## config.mk

```make
export PLATFORM = sky130hd
export DESIGN_NAME = jstk_spi_responder
export DESIGN_NICKNAME = d
export VERILOG_FILES = /design/src/rtl/jstk_spi_responder.sv
export SDC_FILE = /design/constraint.sdc
export NUM_CORES = 1
export LEC_CHECK = 0
export CORE_MARGIN = 5
export CORE_UTILIZATION = 52
export CTS_CLUSTER_DIAMETER = 100
export DETAILED_ROUTE_END_ITERATION = 8
export HOLD_SLACK_MARGIN = 0.06
export PLACE_DENSITY = 0.75
export SLEW_MARGIN = 20
export SYNTH_ARGS = -nofsm -noshare
export SYNTH_HDL_FRONTEND = slang
export SYNTH_SLANG_ARGS = --single-unit
```

## constraint.sdc

```tcl
create_clock -name clk50M -period 1.95 [get_ports clk50M]
set_input_delay 0.585 -clock clk50M [delete_from_list [all_inputs] [get_ports clk50M]]
set_output_delay 0.585 -clock clk50M [all_outputs]
set_load 0.1 [all_outputs]
```

## src/rtl/jstk_spi_responder.sv

```systemverilog
// jstk_spi_responder: SPI mode-0 slave that stands in for the two-axis
// joystick module. Takes the 5-byte LED command frame and returns the
// 5-byte position/button report. All SPI pins are oversampled on clk50M.
module jstk_spi_responder (
  input  logic       clk50M,
  input  logic       rst_n,
  input  logic       cs,
  input  logic       sck,
  input  logic       mosi,
  output logic       miso,
  input  logic [9:0] x,
  input  logic [9:0] y,
  input  logic [1:0] btn,
  output logic [1:0] ld,
  output logic       frame_done,
  output logic       frame_err
);

  typedef enum logic [1:0] {IDLE, SHIFT, WAIT} state_t;

  localparam logic [5:0] FRAME_BITS = 6'd40;

  // 2-flop synchronisers plus one history flop per pin
  logic cs_s1, cs_s2, cs_h;
  logic sck_s1, sck_s2, sck_h;
  logic mosi_s1, mosi_s2, mosi_h;

  // armed blocks a frame from starting until cs has been seen high after
  // reset; warm covers the synchroniser still holding reset values
  logic [1:0] warm;
  logic       armed;

  state_t      state;
  logic [5:0]  cnt;
  logic        ovr;
  logic [39:0] tx;
  logic [39:0] rx;

  logic cs_fall, cs_rise, sck_rise, sck_fall;
  logic [39:0] tx_word;

  assign tx_word  = {x[7:0], 6'b0, x[9:8], y[7:0], 6'b0, y[9:8], 6'b0, btn};
  assign cs_fall  = armed & cs_h & ~cs_s2;
  assign cs_rise  = ~cs_h & cs_s2;
  assign sck_rise = ~sck_h & sck_s2;
  assign sck_fall = sck_h & ~sck_s2;

  // Pin synchronisation, edge history and post-reset arming
  always_ff @(posedge clk50M or negedge rst_n) begin
    if (!rst_n) begin
      cs_s1   <= 1'b1; cs_s2   <= 1'b1; cs_h   <= 1'b1;
      sck_s1  <= 1'b0; sck_s2  <= 1'b0; sck_h  <= 1'b0;
      mosi_s1 <= 1'b0; mosi_s2 <= 1'b0; mosi_h <= 1'b0;
      warm    <= 2'b00;
      armed   <= 1'b0;
    end else begin
      cs_s1   <= cs;   cs_s2   <= cs_s1;   cs_h   <= cs_s2;
      sck_s1  <= sck;  sck_s2  <= sck_s1;  sck_h  <= sck_s2;
      mosi_s1 <= mosi; mosi_s2 <= mosi_s1; mosi_h <= mosi_s2;
      warm    <= {warm[0], 1'b1};
      armed   <= armed | (warm[1] & cs_s2);
    end
  end

  // Frame FSM: shift data on SCK edges, resolve the frame on CS rise
  always_ff @(posedge clk50M or negedge rst_n) begin
    if (!rst_n) begin
      state      <= IDLE;
      cnt        <= 6'd0;
      ovr        <= 1'b0;
      tx         <= 40'd0;
      rx         <= 40'd0;
      miso       <= 1'b0;
      ld         <= 2'b00;
      frame_done <= 1'b0;
      frame_err  <= 1'b0;
    end else begin
      frame_done <= 1'b0;
      frame_err  <= 1'b0;
      case (state)
        IDLE: begin
          miso <= 1'b0;
          cnt  <= 6'd0;
          if (cs_fall) begin
            tx    <= tx_word;
            miso  <= tx_word[39];
            ovr   <= 1'b0;
            state <= SHIFT;
          end
        end
        SHIFT, WAIT: begin
          if (cs_rise) begin
            // CS rise wins over any SCK edge in the same cycle
            state <= IDLE;
            miso  <= 1'b0;
            cnt   <= 6'd0;
            if (cnt == FRAME_BITS && !ovr && rx[39:34] == 6'b100000) begin
              ld         <= rx[33:32];
              frame_done <= 1'b1;
            end else begin
              frame_err  <= 1'b1;
            end
          end else if (state == SHIFT) begin
            if (sck_rise) begin
              rx  <= {rx[38:0], mosi_h};
              cnt <= cnt + 6'd1;
              if (cnt == FRAME_BITS - 6'd1) begin
                state <= WAIT;
                miso  <= 1'b0;
              end
            end else if (sck_fall) begin
              miso <= tx[38];
              tx   <= {tx[38:0], 1'b0};
            end
          end else begin
            miso <= 1'b0;
            if (sck_rise) ovr <= 1'b1;
          end
        end
        default: state <= IDLE;
      endcase
    end
  end

endmodule
```

======== After elaboration in Yosys (flattened, before gate mapping) ========
Index checks and enable logic that the tools add are counted.
storage, ports and cells
  register bits after elaboration ......... 105
  bits in latches ......................... 0
  RAM bits ................................ 0
  ROM bits ................................ 0
  bits of input ports ..................... 27
  output and inout port bits .............. 5
  memories kept ........................... 0
cells by class
  $add $sub $neg .......................... 1
  $mul .................................... 0
  div/mod/pow operators ................... 0
  $lt $le $gt $ge ......................... 0
  eq/ne operators ......................... 17
  shifts and indexed selects .............. 0
  mux-type cells .......................... 34
  bitwise logic cells ..................... 12
  reductions and logical operators ........ 13
operators by type and width
  kind                                                                   count
  39-bit 2-to-1 mux                                                      5
  39-bit case mux with 2 select lines                                    1
  6-bit equality test, second input constant                             3
  6-bit 2-to-1 mux                                                       3
  1-bit 2-to-1 mux                                                       16
  2-bit inequality test, second input constant                           7
  6-bit case mux with 2 select lines                                     1
  2-bit 2-to-1 mux                                                       5
  5-bit inequality test, second input constant                           2
  3-bit inequality test, second input constant                           3
  3-bit AND reduction                                                    3
  4-bit AND reduction                                                    2
  6-bit by 1-bit adder with 6-bit output, second input constant          1
  1-bit bitwise AND                                                      6
  6-bit AND reduction                                                    1
  1-bit inverter                                                         5
  5-bit AND reduction                                                    1
  1-bit case mux with 2 select lines                                     2
  2-bit case mux with 2 select lines                                     1
  2-bit by 1-bit equality test with 1-bit output, second input constant  1
  2-bit equality test, second input constant                             1
  1-bit logical AND                                                      2
  2-bit logical NOT                                                      1
  2-bit nonzero test                                                     1
  3 further kinds                                                        3

======== Logic depth before layout (Yosys ltp) ========
  depth in word-level cells ............... 7
  gate-level depth with buffers ........... 8

======== Least setup slack after synthesis ========
OpenSTA, ideal clock, no wires.
  path kind ............................... reg-to-reg
  start point ............................. reg state[0]
  end point ............................... reg tx[16]
  arrival ................................. 1.897 ns
  data required time ...................... 1.822 ns
  setup slack ............................. -0.075 ns
  stages on the path, launching flop included .. 7
  clock period less this slack ............ 2.025 ns
  path through ............................ dfrtp_1 -> inv_1 -> ha_1 -> buf_2 -> clkbuf_1 -> mux2_2 -> mux2_1
on the way
  word-level cells in the longest chain between the ends .. 4
  elaborated cells on any way between the ends .. 12
  classes of those cells .................. 7 x eq/ne; 1 x mux; 4 x reduce/logical
RTL lines
  item                                                                                          RTL line  RTL
  from (decl)                                                                                   33        state_t state;
  from (signal assigned)                                                                        68        state <= IDLE;
  from (signal assigned)                                                                        88        state <= SHIFT;
  from (signal assigned)                                                                        94        state <= IDLE;
  2-bit by 1-bit equality test with 1-bit output / 2-bit equality test (equally long branches)  80, 103
  2-bit OR reduction                                                                            80        case (state)
  2-bit inequality test (no source line) / 2-bit nonzero test (equally long branches)           --
  6-bit AND reduction (no source line)                                                          --
  to (signal assigned)                                                                          85        tx <= tx_word;
  to (signal assigned)                                                                          113       tx <= {tx[38:0], 1'b0};
  to (decl)                                                                                     36        logic [39:0] tx;
Several ways; a longest one is shown, not always the timed one.
A chain may end at the register's enable or synchronous reset.

======== Final worst setup path ========
  start point ............................. reg state[1]
  end point ............................... reg tx[36]
The elaborated chain is that of the path after synthesis.

==> results.py <==
metrics = {
    "timing": {
        "finalCritPeriodShare": 0.970,
        "slew_viol_final": 0,
        "worstMarginPinSlew_ns": 0.504,
        "max_freq_mhz": 529,
        "max-slew-margin-rel": 0.659,
        "fin_crit_ns": 1.89,
        "fin_skew_ns": 0.0129,
        "grt_setup_unrepaired": "yes",
        "setup_violations": 0,
        "hold_viol": 0,
    },
    "job": {
        "maxCapViolations": 0,
    },
    "worst_setup_path": {
        "worstSetupPathType": "reg -> reg",
        "r2r-start": "state[1]",
        "reg2reg_slack_ns": 0.06,
        "cp.required_ns": 2.19,
        "worstPathArrival_ns": 2.13,
        "worstRegToRegCells": 5,
        "r2r_end": "tx[36]",
        "setup.worst_path.end_class": "flop",
        "path_max_fanout": 39,
        "cp-start-kind": "flop",
    },
    "clocking": {
        "clock_path_buffers": 2,
        "cts_setup_buffers": 0,
        "clock_latency_ns": 0.36,
        "cts_tree": "done",
        "clock_sinks": 105,
        "cts-htree-levels": 3,
        "numCtsBuffers": 9,
        "cts.clk_slew.worst_paths_ns": 0.10,
        "cts_root_buffer": "clkbuf_8",
    },
    "synth": {
        "synth_area_um2": 4470,
        "yosysUniqueCellTypes": 38,
        "syn_avg_cell_area_um2": 13.4,
        "synth_edf_count": 0,
        "ys_ff_latch": 105,
        "synth_cells": 334,
        "yosys_warnings": 0,
        "syn-num-nets": 368,
        "yosysSeqAreaShare": 0.589,
        "synth_flop_cell": "dfrtp_1",
        "async_reset_ff_frac": 1.00,
    },
    "global_routing": {
        "antenna_found_initial": 0,
        "grt.total_usage": 0.149,
        "grt.overflow.total": 0,
        "grt_start_max_net_pins": 41,
        "first_global_vias": 2695,
        "grt_first_pass_wirelength_um": 12500,
    },
    "drt": {
        "wl_met2_um": 3490,
        "remaining_drc_errors": 0,
        "wl_um": 7090,
        "met1Wirelength_um": 3260,
        "first_pass_iters": 4,
        "wl_met3_um": 297,
        "drt-wirelength-per-cell_um": 14.7,
        "postRouteAntennaNets": 0,
        "maxUsedRoutingLayer": "met4",
        "vias": 2533,
        "vias_per_cell": 5.26,
        "drt_iter0_drc": 51,
    },
    "finish": {
        "final_area_um2": 5270,
        "final_cells": 482,
        "final_nets": 406,
        "diodes": 0,
        "drive_gt1_frac": 0.231,
        "area_growth_pct": 18.0,
        "final_common_cell": "dfrtp_1",
        "mostFrequentLayoutCells": "dfrtp_1 (101), mux2_1 (42), mux2_2 (42)",
    },
    "placement": {
        "port_buffers": 31,
        "dp_hpwl_um": 4760,
        "place_area_um2": 5030,
        "place_congestion": 0.877,
        "dp.cells": 465,
    },
    "floorplanning": {
        "die_h_um": 103,
        "core_um2": 8300,
        "rows": 33,
        "ios": 32,
        "dieArea_um2": 10500,
        "die_w_um": 103,
        "start_util": 0.538,
    },
    "hold_path": {
        "hold_class": "in -> async",
    },
    "power": {
        "p_leak_nw": 2.49,
        "peakVddDrop_v": 0.000497,
        "p_total_w": 0.00578,
        "power_density_nw_per_um2": 1100,
    },
    "outcome": {
        "status": "finished, final reports clean",
    },
}
## how the worst max path moves through the flow
| stage | startpoint | end | slack (ns) | cells after the start |
|---|---|---|---|---|
| after detailed placement | state[1] | tx[35] | 0.01 | 6 |
| after CTS | state[1] | tx[35] | 0.002 | 6 |
| after global placement | state[1] | tx[8] | 0.12 | 6 |
| after floorplan | state[0] | tx[16] | 0.06 | 6 |
| final | state[1] | tx[36] | 0.06 | 5 |
| after global routing | state[1] | cnt[4] | -0.03 | 7 |
## report_power, final
part	switching, W	internal (W)	total [W]
clock network	0.000738	0.000518	0.00126
logic	0.000833	0.000913	0.00175
registers	0.000205	0.00258	0.00278
total	0.00178	0.00401	0.00578
## through the flow
step	worst slack, ns	setup TNS [ns]	util	hold slack, ns
after floorplan	0.0618	0	-	0.289
after global placement	0.116	0	0.607	0.333
after detailed placement	0.0133	0	0.607	0.337
after CTS	0.00245	0	0.629	0.134
after global routing	-0.0295	-0.223	0.635	0.140
final	0.0587	0	0.635	0.136
## synth_stat cells, drive strengths merged, types with 2 or more instances
cell type / count / area [µm²]
ha: 7 / 87.6
xor2: 4 / 35.0
nor2b: 4 / 25.0
nand2: 24 / 90.1
dfrtp: 102 / 2550
nand4: 2 / 12.5
nand3: 4 / 20.0
o21ai: 3 / 15.0
nor2: 8 / 30.0
mux2i: 18 / 180
inv: 28 / 105
dfstp: 3 / 78.8
nor4b: 2 / 17.5
a21oi: 8 / 43.8
o32ai: 2 / 17.5
nand2b: 2 / 12.5
buf: 11 / 61.3
clkbuf: 3 / 11.3
mux2: 84 / 946
## state kept, by name (all words and copies together), names as in the netlist, 2 cells and up
| signal | cells |
|---|---|
| state | 2 |
| tx | 39 |
| ld | 2 |
| warm | 2 |
| cnt | 6 |
| rx | 40 |
## what timing repair did
action                                  in CTS  in global routing
gates resized for setup                      0                  7
endpoints found under the setup margin       0                 28
hold buffers                                 0                  0
## cells by family (layout without fill, tap and decap cells)
family,after synthesis,count (layout),share of synthesized area
flip-flops,105,105,0.589
multiplexers,102,102,0.252
AND/OR/NAND/NOR,56,56,0.0667
buffers and inverters,42,85,0.0398
AO/OA/AOI/OAI,17,17,0.0238
adder cells (fa/ha/maj),7,7,0.0196
XOR/XNOR,4,4,0.00784
other,1,1,0.000840
## final cells by class
type	instances	area [µm²]
Clock inverter	5	43.8
Timing Repair Buffer	41	513
Tap cell	105	131
Sequential cell	105	2630
Multi-Input combinational cell	187	1700
Fill cell	636	3030
Clock buffer	11	141
Inverter	28	105
## critical path: stages (launching register included)
cell	delay [ns]
dfrtp_1	0.42
inv_1	0.11
ha_2	0.39
buf_12	0.22
mux2_2	0.35
mux2_1	0.28
## routing by layer
layer,up-vias,global-route usage
li1,1206,-
met1,1276,0.193
met2,44,0.245
met3,7,0.0494
met4,0,0.0363
met5,-,0
(Power assumes the default switching activity.)
